### config.mk
export PLATFORM = sky130hd
export DESIGN_NAME = spdif_sample_feeder
export DESIGN_NICKNAME = d
export VERILOG_FILES = /design/src/rtl/spdif_sample_feeder.sv
export SDC_FILE = /design/constraint.sdc
export NUM_CORES = 1
export LEC_CHECK = 0
export CORE_ASPECT_RATIO = 1.75
export CORE_MARGIN = 2
export CORE_UTILIZATION = 55
export DETAILED_ROUTE_END_ITERATION = 6
export PLACE_DENSITY = 0.76
export SYNTH_ARGS = -nofsm -noshare
export SYNTH_HDL_FRONTEND = slang
export SYNTH_SLANG_ARGS = --single-unit
### constraint.sdc
create_clock -name clk -period 6.3 [get_ports clk]
set_clock_uncertainty 0.2 [all_clocks]
set_input_delay 0.63 -clock clk [delete_from_list [all_inputs] [get_ports clk]]
set_output_delay 0.63 -clock clk [all_outputs]
set_load 0.05 [all_outputs]
### src/rtl/spdif_sample_feeder.sv
// Stereo frame FIFO feeding the S/PDIF transmitter.
// Serves per-channel pop edges with a one-cycle ack; mutes and flags on underrun.
module spdif_sample_feeder #(
    parameter int DEPTH_LOG2 = 4,
    parameter int SAMPLE_W   = 24
) (
    input  logic                    clk,
    input  logic                    rst,
    input  logic                    wr_i,
    input  logic [2*SAMPLE_W-1:0]   wr_data_i,
    output logic                    full_o,
    output logic [DEPTH_LOG2:0]     level_o,
    input  logic [1:0]              pop_i,
    output logic [1:0]              ack_o,
    output logic [2*SAMPLE_W-1:0]   data_o,
    output logic                    underrun_o,
    output logic                    overflow_o,
    input  logic                    clr_flags_i
);

    localparam int DEPTH = 1 << DEPTH_LOG2;
    localparam int FW    = 2 * SAMPLE_W;

    typedef enum logic [1:0] {
        IDLE,
        SERVE_L,
        SERVE_R
    } state_e;

    logic [FW-1:0]         mem_q [DEPTH];
    logic [DEPTH_LOG2:0]   wr_ptr_q, wr_ptr_d;
    logic [DEPTH_LOG2:0]   rd_ptr_q, rd_ptr_d;
    logic [1:0]            pop_q;
    logic [1:0]            pop_prev_q;
    logic [1:0]            pop_edge;
    logic                  pend_r_q, pend_r_d;
    logic                  left_taken_q, left_taken_d;
    state_e                state_q, state_d;
    logic [SAMPLE_W-1:0]   data_l_q, data_l_d;
    logic [SAMPLE_W-1:0]   data_r_q, data_r_d;
    logic                  underrun_q, underrun_d;
    logic                  overflow_q, overflow_d;

    logic                  empty;
    logic                  full;
    logic [FW-1:0]         head;
    logic                  want_l;
    logic                  want_r;
    logic                  serve_l;
    logic                  serve_r;
    logic                  head_adv;
    logic                  pop_empty;
    logic                  wr_acc;
    logic                  wr_drop;

    assign empty = (wr_ptr_q == rd_ptr_q);
    assign full  = (wr_ptr_q[DEPTH_LOG2] != rd_ptr_q[DEPTH_LOG2]) &&
                   (wr_ptr_q[DEPTH_LOG2-1:0] == rd_ptr_q[DEPTH_LOG2-1:0]);
    assign head  = mem_q[rd_ptr_q[DEPTH_LOG2-1:0]];

    assign pop_edge = pop_q & ~pop_prev_q;
    assign want_l   = pop_edge[0];
    assign want_r   = pop_edge[1] | pend_r_q;
    // Left wins a tie; a held-off right request waits in pend_r.
    assign serve_l  = want_l;
    assign serve_r  = want_r & ~want_l;

    // Read FSM: choose the half to serve and load the output half.
    always_comb begin
        state_d      = IDLE;
        pend_r_d     = pend_r_q;
        left_taken_d = left_taken_q;
        data_l_d     = data_l_q;
        data_r_d     = data_r_q;
        head_adv     = 1'b0;
        pop_empty    = 1'b0;
        unique case (1'b1)
            serve_l: begin
                state_d      = SERVE_L;
                pend_r_d     = want_r;
                data_l_d     = empty ? '0 : head[FW-1:SAMPLE_W];
                left_taken_d = 1'b1;
                pop_empty    = empty;
            end
            serve_r: begin
                state_d      = SERVE_R;
                pend_r_d     = 1'b0;
                data_r_d     = empty ? '0 : head[SAMPLE_W-1:0];
                left_taken_d = 1'b0;
                head_adv     = ~empty;
                pop_empty    = empty;
            end
            default: begin
                state_d = IDLE;
            end
        endcase
    end

    // Pointer and sticky-flag next state; a head advance frees a slot for a write.
    always_comb begin
        wr_acc     = wr_i & (~full | head_adv);
        wr_drop    = wr_i & ~wr_acc;
        wr_ptr_d   = wr_ptr_q + {{DEPTH_LOG2{1'b0}}, wr_acc};
        rd_ptr_d   = rd_ptr_q + {{DEPTH_LOG2{1'b0}}, head_adv};
        underrun_d = pop_empty | (underrun_q & ~clr_flags_i);
        overflow_d = wr_drop | (overflow_q & ~clr_flags_i);
    end

    // Control state with asynchronous reset.
    always_ff @(posedge clk or negedge rst) begin
        if (!rst) begin
            wr_ptr_q     <= '0;
            rd_ptr_q     <= '0;
            pop_q        <= '0;
            pop_prev_q   <= '0;
            pend_r_q     <= 1'b0;
            left_taken_q <= 1'b0;
            state_q      <= IDLE;
            data_l_q     <= '0;
            data_r_q     <= '0;
            underrun_q   <= 1'b0;
            overflow_q   <= 1'b0;
        end else begin
            wr_ptr_q     <= wr_ptr_d;
            rd_ptr_q     <= rd_ptr_d;
            pop_q        <= pop_i;
            pop_prev_q   <= pop_q;
            pend_r_q     <= pend_r_d;
            left_taken_q <= left_taken_d;
            state_q      <= state_d;
            data_l_q     <= data_l_d;
            data_r_q     <= data_r_d;
            underrun_q   <= underrun_d;
            overflow_q   <= overflow_d;
        end
    end

    // Frame storage; contents are don't-care until written.
    always_ff @(posedge clk) begin
        if (wr_acc) begin
            mem_q[wr_ptr_q[DEPTH_LOG2-1:0]] <= wr_data_i;
        end
    end

    // A left serve always leaves the left-taken marker set.
    a_left_taken: assert property (
        @(posedge clk) disable iff (!rst)
        (state_q == SERVE_L) |-> left_taken_q
    );

    assign full_o     = full;
    assign level_o    = wr_ptr_q - rd_ptr_q;
    assign ack_o      = {state_q == SERVE_L, state_q == SERVE_R};
    assign data_o     = {data_l_q, data_r_q};
    assign underrun_o = underrun_q;
    assign overflow_o = overflow_q;

endmodule

==> results by group <==
Routing
  – Top sig layer: met4
  – Met2 Wirelength: roughly 35000 microns
  – Wire per inst: 27.9 microns
  – # DRC: 0
  – Vias/cell: about 6.1
  – Routed length on met3: 4440 microns
  – Post-route ant nets: 0
  – Drt total wl: approximately 65000 microns
  – Vias: 14400
  – 1st-iter DRT viols: about 1300
  – WL met1: about 24000 microns
  – First-pass iteration count of the detailed router: 4

Global route
  – First-pass GRT wire length: 97200 microns
  – GR Overflow Total: 0
  – Initial antenna violation count: 0
  – Total GRT Usage: between 20 and 25%
  – Largest net degree at the start of global routing: roughly 110
  – Vias in the first global route: around 15000

Timing
  – Hold Fails Final Rpt: 0
  – Worst-Margin Slew: ~1.1 ns
  – F_max: between 0.2 and 0.25 GHz
  – Fin crit share: roughly two thirds
  – Final WS setup: between 1.5 and 2 ns
  – Tmin final: approximately 4.3 ns
  – RSZ-0062 raised after global routing: false
  – Fin Setup TNS: 0 ns
  – Final Max Slew Viols: 0
  – Slew headroom: between 20 and 25%
  – Final setup vio count: 0

CTS
  – Total clock sinks: ~840
  – Depth of the CTS H-tree: 3
  – Hold-fix buffers, CTS: 0
  – Root Buffer Master: clkbuf_16
  – CTS tree: yes
  – CTS Buf Count: 73
  – Later-pin clock latency in the skew report: 0.62 ns
  – Max Root-Sink Buffers: 3
  – Post-CTS setup buffers: 0
  – Clock transition at path regs: 0.07 ns
  – Post-CTS resize count: 0

Yosys
  – Count leader, synth: edfxtp_1
  – Largest area contributor in the netlist: edfxtp_1
  – Synthesis Warnings: 0
  – Top cells by count, synth: edfxtp_1 (768), mux4_2 (192), mux2i_1 (144)
  – Distinct cell type count after synthesis: 28
  – Most common flop cell mapped by yosys: edfxtp_1
  – Synth Register Bits: around 840
  – Number of synthesized flops with an enable pin: ~770
  – Synth async-reset ratio: 8.02%
  – Syn Area/Cell: roughly 23 sq um
  – Mapped Area: 0.0319 sq mm
  – Seq/Total Area, Yosys: just under 80%
  – Share of the synthesized area in the top cell type: between 70% and 80%
  – Syn Inst Count: roughly 1400
  – Post-synth net total: about 1400
  – Area contributors post-synth: edfxtp_1 (72%), mux4_2 (14%), dfrtp_1 (5.3%)

Floorplan
  – Initial Util: between 50% and 60%
  – Die height: 322 microns
  – Die area: 0.0600 sq mm
  – Top-Level Pins: between 100 and 150
  – DIE WIDTH: around 190 microns
  – Site row count: ~120
  – Core region area: around 0.057 sq mm

Placed design
  – Dpl cells: approximately 2200
  – Post-placement cell area: about 0.034 sq mm
  – RePlAce Congestion: 0.795
  – I/O Buffers: 111
  – Dpl ws: 1.98 ns
  – Hpwl dp: about 36000 microns

Critical path
  – CP cell instances: ha_1 > fa_1 > inv_1 > a21o_1 > a21oi_1 > xor2_1 > clkdlybuf4s50_1
  – Cell family with most CP delay: flip-flops
  – Critical-path maximum fanout: 38
  – CP Launch Type: flop
  – CP max stage delay: 0.94 ns
  – Critical path arrival: 3.48 ns
  – Critical Path Sink Type: output pin
  – Bufs and invs on worst path: 2
  – Kind of critical path: flop to output pin
  – Worst endpoint required time: between 5 and 6 ns
  – Crit-path slowest cell: dfrtp_4

Power and ir drop
  – Peak VDD IR: just under 400 uV
  – Pwr Density: 468 mW/mm^2
  – P_leak: approximately 12 nW

Layout
  – Nets: roughly 1600
  – Ant diodes: 0
  – Fill count: 3760
  – Design area: 0.0364 sq mm
  – Share of layout cells above drive strength 1: between 20% and 30%
  – Area Growth Syn to Fin: 14.3%
  – Post-Layout Cell Count: 2340

Outcome
  – Status: complete, no violations

Flow run
  – Max-cap check violation count: 0

Worst hold path
  – HP Class: input pin to async pin
## registers in the layout (all words and copies together) (netlist names)
register	count
pop_prev_q	2
underrun_o	1
data_r_q	24
pend_r_q	1
wr_ptr_q	5
rd_ptr_q	5
data_l_q	24
pop_q	2
overflow_o	1
state_q	2
mem_q	768
## layer usage
layer | vias to the layer above | GRT usage (%)
met5 | - | 0
met4 | 0 | 6.72
met3 | 103 | 3.92
met2 | 597 | 39.2
met1 | 7630 | 29.2
li1 | 6049 | -
## power breakdown
group          switching [mW]  leakage (nW)  internal [mW]
clock                    1.97          1.23           2.73
combinational            2.90          3.07           2.27
sequential              0.422          7.77           6.76
total                    5.29          12.1           11.8
## per-stage QoR
| step | hold slack (ns) | power [mW] | util, % |
|---|---|---|---|
| floorplan | 0.134 | 11.0 | - |
| global placement | 0.157 | 12.4 | 59.3 |
| detailed placement | 0.155 | 12.5 | 59.3 |
| CTS | 0.0427 | 17.2 | 63.7 |
| global route | 0.0893 | 17.7 | 63.7 |
| finish | 0.0147 | 17.0 | 63.7 |
## layout make-up
type	count	area, sq um	share of cell area, %
clock inverters	44	583	1.60
repair buffers	140	1340	3.68
flip-flops and latches	835	24800	67.9
inverters	13	53.8	0.148
clock buffers	91	1960	5.37
multi-input cells	450	6790	18.6
well taps	767	960	2.63
## cells by family after synthesis
group / after synthesis / synth area share [%]
buffers and inverters: 84 / 1.54
adders and majority gates: 9 / 0.377
DFF: 835 / 77.6
xor gates and xnor gates: 10 / 0.275
AOI/OAI and AO/OA: 60 / 1.61
muxes: 336 / 18.1
and+or+nand+nor: 35 / 0.514
## placed cells by master, fill, tap and decap left out, types with 8 or more instances in the layout
master           netlist  final
clkbuf_16              0     74
clkdlybuf4s50_1        0    110
nor2_4                 0     14
edfxtp_1             768    768
bufinv_16              0     12
clkinv_2               0     13
mux4_2               192    192
buf_4                  0     29
dfrtp_1               67     64
mux2i_1              144    144
a22o_1                49     49
ha_1                   8      8
clkbuf_1              20     13
inv_1                 12     12
## final timing paths
check                            start             to  slack (ns)  depth (start not counted)
max reg2reg                rd_ptr_q[1]  mem_q[15][18]        2.02                          7
min in group clk              pop_q[1]  pop_prev_q[1]        0.17                          0
max                        rd_ptr_q[0]     level_o[4]        1.99                          7
max in group asynchronous          rst    rd_ptr_q[2]        5.04                          1
min reg2reg                   pop_q[1]  pop_prev_q[1]        0.17                          0
min                                rst    data_l_q[7]        0.01                          1
Note: power is estimated with default switching activity, not from simulation.
